--- src/rtl/hnoc_tree_switch.sv ---
// Three-port NoC tree node: per-input FIFOs, range routing, round-robin outputs.
// Define HNOC_SW_STATS_EN to build saturating per-output delivery counters.
module hnoc_tree_switch #(
  parameter int DataWidth  = 32,
  parameter int AddrWidth  = 4,
  parameter int FifoDepth  = 4,
  parameter int LeftMin    = 0,
  parameter int LeftMax    = 0,
  parameter int RightMin   = 1,
  parameter int RightMax   = 1,
  parameter int CountWidth = 16
) (
  input  logic                  i_clk,
  input  logic                  i_reset,
  input  logic [DataWidth-1:0]  i_left_data,
  input  logic                  i_left_data_valid,
  output logic                  o_left_data_ready,
  output logic [DataWidth-1:0]  o_left_data,
  output logic                  o_left_data_valid,
  input  logic                  i_left_data_ready,
  output logic [CountWidth-1:0] o_left_count,
  input  logic [DataWidth-1:0]  i_right_data,
  input  logic                  i_right_data_valid,
  output logic                  o_right_data_ready,
  output logic [DataWidth-1:0]  o_right_data,
  output logic                  o_right_data_valid,
  input  logic                  i_right_data_ready,
  output logic [CountWidth-1:0] o_right_count,
  input  logic [DataWidth-1:0]  i_parent_data,
  input  logic                  i_parent_data_valid,
  output logic                  o_parent_data_ready,
  output logic [DataWidth-1:0]  o_parent_data,
  output logic                  o_parent_data_valid,
  input  logic                  i_parent_data_ready,
  output logic [CountWidth-1:0] o_parent_count
);

  localparam int PW = $clog2(FifoDepth);
  localparam logic [PW:0] FullCnt = (PW+1)'(FifoDepth);

  logic [DataWidth-1:0] w_in_data [3];
  logic [2:0]           w_in_valid;
  logic [2:0]           w_in_ready;
  logic [2:0]           w_out_ready;
  logic [2:0]           w_push;
  logic [2:0]           w_pop;
  logic [2:0]           w_empty;
  logic [2:0]           w_full;
  logic [DataWidth-1:0] w_head [3];
  logic [1:0]           w_dst [3];
  logic [2:0]           w_req [3];
  logic [2:0]           w_gnt [3];
  logic [2:0]           w_ld_en;
  logic [DataWidth-1:0] w_sel [3];

  logic [DataWidth-1:0] r_mem [3][FifoDepth];
  logic [PW-1:0]        r_wptr [3];
  logic [PW-1:0]        r_rptr [3];
  logic [PW:0]          r_cnt [3];
  logic [DataWidth-1:0] r_odata [3];
  logic [2:0]           r_ovalid;
  logic [1:0]           r_ptr [3];

  assign w_in_data[0] = i_left_data;
  assign w_in_data[1] = i_right_data;
  assign w_in_data[2] = i_parent_data;
  assign w_in_valid   = {i_parent_data_valid, i_right_data_valid,
                         i_left_data_valid};
  assign w_out_ready  = {i_parent_data_ready, i_right_data_ready,
                         i_left_data_ready};

  assign o_left_data_ready   = w_in_ready[0];
  assign o_right_data_ready  = w_in_ready[1];
  assign o_parent_data_ready = w_in_ready[2];
  assign o_left_data         = r_odata[0];
  assign o_right_data        = r_odata[1];
  assign o_parent_data       = r_odata[2];
  assign o_left_data_valid   = r_ovalid[0];
  assign o_right_data_valid  = r_ovalid[1];
  assign o_parent_data_valid = r_ovalid[2];

  function automatic logic [1:0] f_route(input logic [AddrWidth-1:0] a);
    int d;
    d = int'(a);
    if (d >= LeftMin && d <= LeftMax) return 2'd0;
    else if (d >= RightMin && d <= RightMax) return 2'd1;
    else return 2'd2;
  endfunction

  // first requester found scanning from ptr, wrapping left->right->parent
  function automatic logic [2:0] f_pick(input logic [2:0] req,
                                        input logic [1:0] ptr);
    logic [2:0] g;
    logic [2:0] s;
    logic       hit;
    g   = '0;
    hit = 1'b0;
    for (int k = 0; k < 3; k++) begin
      s = {1'b0, ptr} + 3'(k);
      if (s >= 3'd3) s = s - 3'd3;
      if (!hit && req[s[1:0]]) begin
        g[s[1:0]] = 1'b1;
        hit       = 1'b1;
      end
    end
    return g;
  endfunction

  always_comb begin
    for (int i = 0; i < 3; i++) begin
      w_empty[i]    = (r_cnt[i] == '0);
      w_full[i]     = (r_cnt[i] == FullCnt);
      w_in_ready[i] = !w_full[i] & !i_reset;
      w_push[i]     = w_in_valid[i] & w_in_ready[i];
      w_head[i]     = r_mem[i][r_rptr[i]];
      w_dst[i]      = f_route(w_head[i][DataWidth-1 -: AddrWidth]);
    end
    for (int o = 0; o < 3; o++) begin
      for (int i = 0; i < 3; i++)
        w_req[o][i] = !w_empty[i] && (w_dst[i] == 2'(o));
      w_ld_en[o] = !r_ovalid[o] | w_out_ready[o];
      w_gnt[o]   = f_pick(w_req[o], r_ptr[o]) & {3{w_ld_en[o]}};
      w_sel[o]   = w_gnt[o][0] ? w_head[0] :
                   w_gnt[o][1] ? w_head[1] : w_head[2];
    end
    for (int i = 0; i < 3; i++)
      w_pop[i] = w_gnt[0][i] | w_gnt[1][i] | w_gnt[2][i];
  end

  always_ff @(posedge i_clk) begin
    for (int i = 0; i < 3; i++)
      if (w_push[i]) r_mem[i][r_wptr[i]] <= w_in_data[i];
  end

  always_ff @(posedge i_clk or posedge i_reset) begin
    if (i_reset) begin
      for (int i = 0; i < 3; i++) begin
        r_wptr[i]  <= '0;
        r_rptr[i]  <= '0;
        r_cnt[i]   <= '0;
        r_odata[i] <= '0;
        r_ptr[i]   <= 2'd0;
      end
      r_ovalid <= '0;
    end else begin
      for (int i = 0; i < 3; i++) begin
        if (w_push[i]) r_wptr[i] <= r_wptr[i] + 1'b1;
        if (w_pop[i])  r_rptr[i] <= r_rptr[i] + 1'b1;
        if (w_push[i] && !w_pop[i])      r_cnt[i] <= r_cnt[i] + 1'b1;
        else if (!w_push[i] && w_pop[i]) r_cnt[i] <= r_cnt[i] - 1'b1;
      end
      for (int o = 0; o < 3; o++) begin
        if (|w_gnt[o]) begin
          r_odata[o]  <= w_sel[o];
          r_ovalid[o] <= 1'b1;
          r_ptr[o]    <= w_gnt[o][0] ? 2'd1 :
                         w_gnt[o][1] ? 2'd2 : 2'd0;
        end else if (w_out_ready[o]) begin
          r_ovalid[o] <= 1'b0;
        end
      end
    end
  end

`ifdef HNOC_SW_STATS_EN
  logic [CountWidth-1:0] r_count [3];

  always_ff @(posedge i_clk or posedge i_reset) begin
    if (i_reset) begin
      for (int o = 0; o < 3; o++) r_count[o] <= '0;
    end else begin
      for (int o = 0; o < 3; o++)
        if (r_ovalid[o] && w_out_ready[o] && (r_count[o] != '1))
          r_count[o] <= r_count[o] + 1'b1;
    end
  end

  assign o_left_count   = r_count[0];
  assign o_right_count  = r_count[1];
  assign o_parent_count = r_count[2];
`else
  assign o_left_count   = '0;
  assign o_right_count  = '0;
  assign o_parent_count = '0;
`endif

endmodule

--- config.mk ---
export PLATFORM = sky130hd
export DESIGN_NAME = hnoc_tree_switch
export DESIGN_NICKNAME = d
export VERILOG_FILES = /design/src/rtl/hnoc_tree_switch.sv
export SDC_FILE = /design/constraint.sdc
export NUM_CORES = 1
export LEC_CHECK = 0
export ABC_CLOCK_PERIOD_IN_PS = 10000
export CAP_MARGIN = 20
export CORE_UTILIZATION = 56
export CTS_BUF_LIST = sky130_fd_sc_hd__clkbuf_4 sky130_fd_sc_hd__clkbuf_8
export CTS_CLUSTER_DIAMETER = 100
export DETAILED_ROUTE_END_ITERATION = 8
export GPL_TIMING_DRIVEN = 0
export PLACE_DENSITY = 0.86
export SLEW_MARGIN = 25
export SYNTH_ARGS = -nofsm -noshare
export SYNTH_HDL_FRONTEND = slang
export SYNTH_SLANG_ARGS = --single-unit
--- constraint.sdc ---
create_clock -name i_clk -period 10 [get_ports i_clk]
set_input_delay 2.5 -clock i_clk [delete_from_list [all_inputs] [get_ports i_clk]]
set_output_delay 2.5 -clock i_clk [all_outputs]
set_load 0.1 [all_outputs]
==> results.toml, run 1 <==
[sta]
maxSlewHeadroom = 0.310
setup_viol = 0
setup-tns-final_ns = 0
fin_crit_sh = 0.741
hold_viol = 0
drv_slew = 0
max_slew.worst_pin.slew_ns = 1.03
rsz0062_at_grt = "no"
max_freq_mhz = 135
min_period_ns = 7.41
clock_skew_ns = 0.0455

[place]
gp_congestion = 0.980
hpwl_mm = 41.7
port_buffers = 205

[synth]
yosysTopAreaCellShare = 0.528
ys.flop_type = "edfxtp_1"
synth_edf_count = 384
syn_area_per_cell_um2 = 16.0
synth-seq-cells = 510
syn-cell-area_um2 = 21900
ys_top_cells_by_area = "edfxtp_1, dfrtp_1, mux4_2"
ys_seq_area_frac = 0.672
syn_inst = 1370
yosysMostFrequentCell = "edfxtp_1"
synth-async-reset-ratio = 0.247
yosys_warnings = 0
synth_cell_types = 78
ys_top_cells_by_count = "edfxtp_1, dfrtp_1, mux4_2, o21ai_0, a2bb2oi_1"
yosysTopAreaCell = "edfxtp_1"

[clock_tree]
cts_setup_buffers = 0
clk_pin_slew_ns = 0.07
cts_resized = 0
holdBufCountCts = 0
clkLatencyLatePin_ns = 0.64
cts-root-buf = "clkbuf_8"
cts_sinks = 510
numCtsBuffers = 79
clk_path_buf_depth = 3
h-tree-depth = 3
cts_tree = "done"

[die]
fp.coreArea_um2 = 38000
fp.dieW_um = 200
rows = 71
die_h_um = 200
start_util = 0.575
io_pins = 254
die-area_um2 = 39800

[global_route]
antenna_found_initial = 4
gr-total-overflow = 0
grt_max_degree = 99
grt_pass1_vias = 14600
grt_pass1_wl_mm = 88.8
grt_util_all_layers = 0.308

[critical_path]
crit_slowest_cell = "clkdlybuf4s50_1"
worst-path-max-fanout = 6
worstSetupPathType = "in -> out"
critPathMaxStageDelay_ns = 1.26
crit_path_end_kind = "output pin"
cp.required_ns = 7.50
path_common_cell = "clkdlybuf4s50_1"
r2r_setup_slack_ns = 4.82
worstPathArrival_ns = 4.91
critical_path.startpoint_type = "input pin"
cp_cell_sequence = "clkdlybuf4s50_1 > a21oi_1 > clkdlybuf4s50_1"

[hold_path]
hold_path.class = "reg -> reg"

[job]
cap_violations = 0

[cells_and_area]
area_delta_synth_final_pct = 21.9
drive_gt1_frac = 0.200
fin_nets = 1850

[detailed_routing]
dr.pass1.iters = 6
detail_route.vias_per_cell = 6.38
drc = 0
wl_mm = 60.2
drtIter0Drc = 1937
detail_route.wl_per_cell_um = 26.3
ant_nets = 0
route.vias.total = 14600

[outcome]
status = "finished, final reports clean"
==> metrics by stage <==
step	setup WS, ns	hold WS [ns]	cells	cell area [um^2]	util
2_1_floorplan	3.42	0.455	1417	22000	-
3_3_place_gp	1.96	0.479	2133	24700	0.650
3_5_place_dp	2.58	0.481	2146	25000	0.658
4_1_cts	2.57	0.492	2289	26600	0.701
5_1_grt	2.53	0.525	2289	26600	0.701
6_report	2.59	0.494	2290	26600	0.701
==> flip-flops by register name (all words and copies together) (netlist names) <==
name           flops
r_ovalid           3
r_ptr              6
r_mem            384
r_cnt              9
o_left_data       32
r_rptr             6
r_wptr             6
o_parent_data     32
o_right_data      32
==> cell type report <==
| cell class | instances | area (um^2) |
|---|---|---|
| Antenna cell | 1 | 2.50 |
| Buffer | 131 | 774 |
| Clock buffer | 115 | 1420 |
| Clock inverter | 28 | 206 |
| Fill cell | 2379 | 11400 |
| Inverter | 27 | 109 |
| Multi-Input combinational cell | 749 | 6490 |
| Sequential cell | 510 | 14700 |
| Tap cell | 511 | 639 |
| Timing Repair Buffer | 218 | 2320 |
==> final timing paths <==
| kind | startpoint | endpoint | cells after the start |
|---|---|---|---|
| max reg2reg | r_rptr[1]$_DFFE_PP0P_ | r_cnt[8]$_DFFE_PP0P_ | 15 |
| max | i_reset | o_right_data_ready | 3 |
| min reg2reg | r_cnt[5]$_DFFE_PP0P_ | r_cnt[5]$_DFFE_PP0P_ | 1 |
| max in group asynchronous | i_reset | o_left_data[12]$_DFFE_PP0P_ | 3 |
| min in group asynchronous | i_reset | o_left_data[21]$_DFFE_PP0P_ | 2 |
| min | r_cnt[5]$_DFFE_PP0P_ | r_cnt[5]$_DFFE_PP0P_ | 1 |
==> placed cells by master (no fill, tap or decap), drive strengths merged, types with 4 or more instances in the layout <==
| cell | instances |
|---|---|
| nor2 | 58 |
| o21a | 4 |
| o31ai | 5 |
| or3 | 6 |
| xnor2 | 11 |
| nor2b | 7 |
| nor3 | 13 |
| nand3 | 8 |
| and3 | 45 |
| xor2 | 7 |
| o21ai | 114 |
| clkinv | 22 |
| and2 | 7 |
| edfxtp | 384 |
| o22ai | 6 |
| o2111ai | 4 |
| conb | 48 |
| nand2b | 7 |
| a31oi | 34 |
| clkbuf | 168 |
| a21oi | 39 |
| nand2 | 26 |
| dfrtp | 126 |
| buf | 91 |
| ha | 27 |
| mux2 | 4 |
| a22oi | 60 |
| inv | 29 |
| clkdlybuf4s50 | 205 |
| a2bb2oi | 63 |
| mux4 | 96 |
==> cells by family after synthesis <==
logic type               after synthesis  synth area share
flip-flops                           510             0.672
AO/OA/AOI/OAI                        361             0.114
AND/OR/NAND/NOR                      192            0.0477
buffers and inverters                158            0.0400
multiplexers                         100             0.101
adder cells (fa/ha/maj)               30            0.0182
XOR/XNOR                              18           0.00721
other                                  1          0.000172
==> per-layer routing <==
metal  wire length, um  part of all wire  up-vias  track usage
met5                33           0.00055        -            0
met4              3190             0.053        6        0.172
met3              7150              0.12      198       0.0792
met2             28500              0.47     1174        0.482
met1             21300              0.35     7147        0.394
li1                  -                 -     6085            -
==> critical path, delay by kind of cell <==
family                 cells  cell delay, ns
buffers and inverters      2            1.92
AOI/OAI and AO/OA          1            0.48
Power of run 1 is not shown: default switching activity piles up to over one toggle a cycle in this logic, so the estimate is an artifact.
==> run 2, diff against run 1 <==
--- a/config.mk
+++ b/config.mk
@@ -5,7 +5,7 @@
 export SDC_FILE = /design/constraint.sdc
 export NUM_CORES = 1
 export LEC_CHECK = 0
-export ABC_CLOCK_PERIOD_IN_PS = 10000
+export ABC_CLOCK_PERIOD_IN_PS = 7240
 export CAP_MARGIN = 20
 export CORE_UTILIZATION = 56
 export CTS_BUF_LIST = sky130_fd_sc_hd__clkbuf_4 sky130_fd_sc_hd__clkbuf_8
==> constraint.sdc (replaced) <==
create_clock -name i_clk -period 7.24 [get_ports i_clk]
set_input_delay 1.81 -clock i_clk [delete_from_list [all_inputs] [get_ports i_clk]]
set_output_delay 1.81 -clock i_clk [all_outputs]
set_load 0.1 [all_outputs]
==> results of run 2 <==
Same layout as run 1 (identical final DEF). Status: finished, final reports clean.
Among the figures that moved: setup slack after placement 2.58 ns -> 1.20 ns; setup slack after layout 2.59 ns -> 1.21 ns; register-to-register setup slack 4.82 ns -> 2.06 ns
Power of run 2 is left out for the same reason.
==> run 3, diff against run 2 <==
--- a/config.mk
+++ b/config.mk
@@ -5,14 +5,14 @@
 export SDC_FILE = /design/constraint.sdc
 export NUM_CORES = 1
 export LEC_CHECK = 0
-export ABC_CLOCK_PERIOD_IN_PS = 7240
+export ABC_CLOCK_PERIOD_IN_PS = 5400
 export CAP_MARGIN = 20
-export CORE_UTILIZATION = 56
+export CORE_UTILIZATION = 53
 export CTS_BUF_LIST = sky130_fd_sc_hd__clkbuf_4 sky130_fd_sc_hd__clkbuf_8
 export CTS_CLUSTER_DIAMETER = 100
 export DETAILED_ROUTE_END_ITERATION = 8
 export GPL_TIMING_DRIVEN = 0
-export PLACE_DENSITY = 0.86
+export PLACE_DENSITY = 0.85
 export SLEW_MARGIN = 25
 export SYNTH_ARGS = -nofsm -noshare
 export SYNTH_HDL_FRONTEND = slang
==> constraint.sdc (replaced) <==
create_clock -name i_clk -period 5.4 [get_ports i_clk]
set_input_delay 1.35 -clock i_clk [delete_from_list [all_inputs] [get_ports i_clk]]
set_output_delay 1.35 -clock i_clk [all_outputs]
set_load 0.1 [all_outputs]
==> results.toml, run 3 (synthesized netlist as in run 1, its figures left out) <==
[outcome]
status = "finished, final reports clean"

[clock_tree]
cts_setup_buffers = 0
h-tree-depth = 3
cts_tree = "done"
cts_resized = 0
numCtsBuffers = 76
cts_sinks = 510
clk_pin_slew_ns = 0.06
clk_path_buf_depth = 3
cts-root-buf = "clkbuf_8"
clkLatencyLatePin_ns = 0.62
holdBufCountCts = 0

[critical_path]
crit_path_end_kind = "output pin"
worst-path-max-fanout = 6
cp.required_ns = 4.05
worstSetupPathType = "in -> out"
worstPathArrival_ns = 3.79
critical_path.startpoint_type = "input pin"

[place]
port_buffers = 205
dpl.cell_count = 2167
hpwl_mm = 43.6
gp_congestion = 0.955

[sta]
max_slew.worst_pin.slew_ns = 1.06
whs_ns = 0.493
clock_skew_ns = 0.0257
min_period_ns = 5.14
maxSlewHeadroom = 0.294
setup_viol = 0
hold_viol = 0
rsz0062_at_grt = "no"
fin_crit_sh = 0.951
max_freq_mhz = 195
drv_slew = 0

[global_route]
antenna_found_initial = 2
gr-total-overflow = 0
grt_pass1_vias = 14700
grt_pass1_wl_mm = 90.3
grt_util_all_layers = 0.295
grt_max_degree = 89

[die]
die_h_um = 205
start_util = 0.536
die-area_um2 = 42000
io_pins = 254
rows = 74
fp.dieW_um = 205
fp.coreArea_um2 = 40700

[cells_and_area]
largest_reg_flops = 384
layout_commonest_cell = "edfxtp_1"
drive_gt1_frac = 0.197
final_cell_mix = "edfxtp_1, clkdlybuf4s50_1, dfrtp_1"
fin_cells = 2308
fin_nets = 1847
area_delta_synth_final_pct = 21.8

[job]
cap_violations = 0

[detailed_routing]
detail_route.vias_per_cell = 6.34
detail_route.wl_per_cell_um = 26.5
wl_mm = 61.2
drc = 0
route.vias.total = 14600
ant_nets = 0
drtIter0Drc = 2092
dr.pass1.iters = 7

[hold_path]
hold_path.class = "reg -> reg"
[run 3: final cells by class]
cell class | count | area [um^2]
Sequential cell | 510 | 14700
Inverter | 27 | 109
Fill cell | 2732 | 14100
Timing Repair Buffer | 218 | 2360
Clock inverter | 30 | 171
Antenna cell | 3 | 7.51
Buffer | 131 | 773
Multi-Input combinational cell | 749 | 6490
Clock buffer | 108 | 1360
Tap cell | 532 | 666
[run 3: critical path, cell delays in order]
cell             delay (ns)
clkdlybuf4s50_1        0.67
a21oi_1                0.48
clkdlybuf4s50_1        1.28
[run 3: routing by layer]
layer | part of all wire | up-vias | global-route usage
li1 | - | 6072 | -
met1 | 0.37 | 7230 | 0.388
met2 | 0.47 | 1142 | 0.461
met3 | 0.11 | 188 | 0.0759
met4 | 0.047 | 0 | 0.142
met5 | 0 | - | 0
[run 3: per-stage QoR]
step	setup slack, ns	setup TNS, ns	utilization	cell area (um^2)
2_1_floorplan	0.694	0	-	22000
3_3_place_gp	-1.43	-178.69	0.607	24700
3_5_place_dp	0.268	0	0.616	25100
4_1_cts	0.260	0	0.653	26600
5_1_grt	0.218	0	0.653	26600
6_report	0.264	0	0.653	26600
[run 3: final timing paths]
kind | slack (ns) | end | startpoint | cells after the start
hold / removal | 0.49 | r_cnt[5]$_DFFE_PP0P_ | r_cnt[5]$_DFFE_PP0P_ | 1
setup reg to reg | 0.54 | r_cnt[8]$_DFFE_PP0P_ | r_rptr[4]$_DFFE_PP0P_ | 15
setup / recovery | 0.26 | o_right_data_ready | i_reset | 3
max in group asynchronous | 3.26 | o_left_data[12]$_DFFE_PP0P_ | i_reset | 3
hold reg to reg | 0.49 | r_cnt[5]$_DFFE_PP0P_ | r_cnt[5]$_DFFE_PP0P_ | 1
min in group asynchronous | 1.38 | r_ptr[5]$_DFFE_PP0P_ | i_reset | 2
Power of run 3 is left out for the same reason.
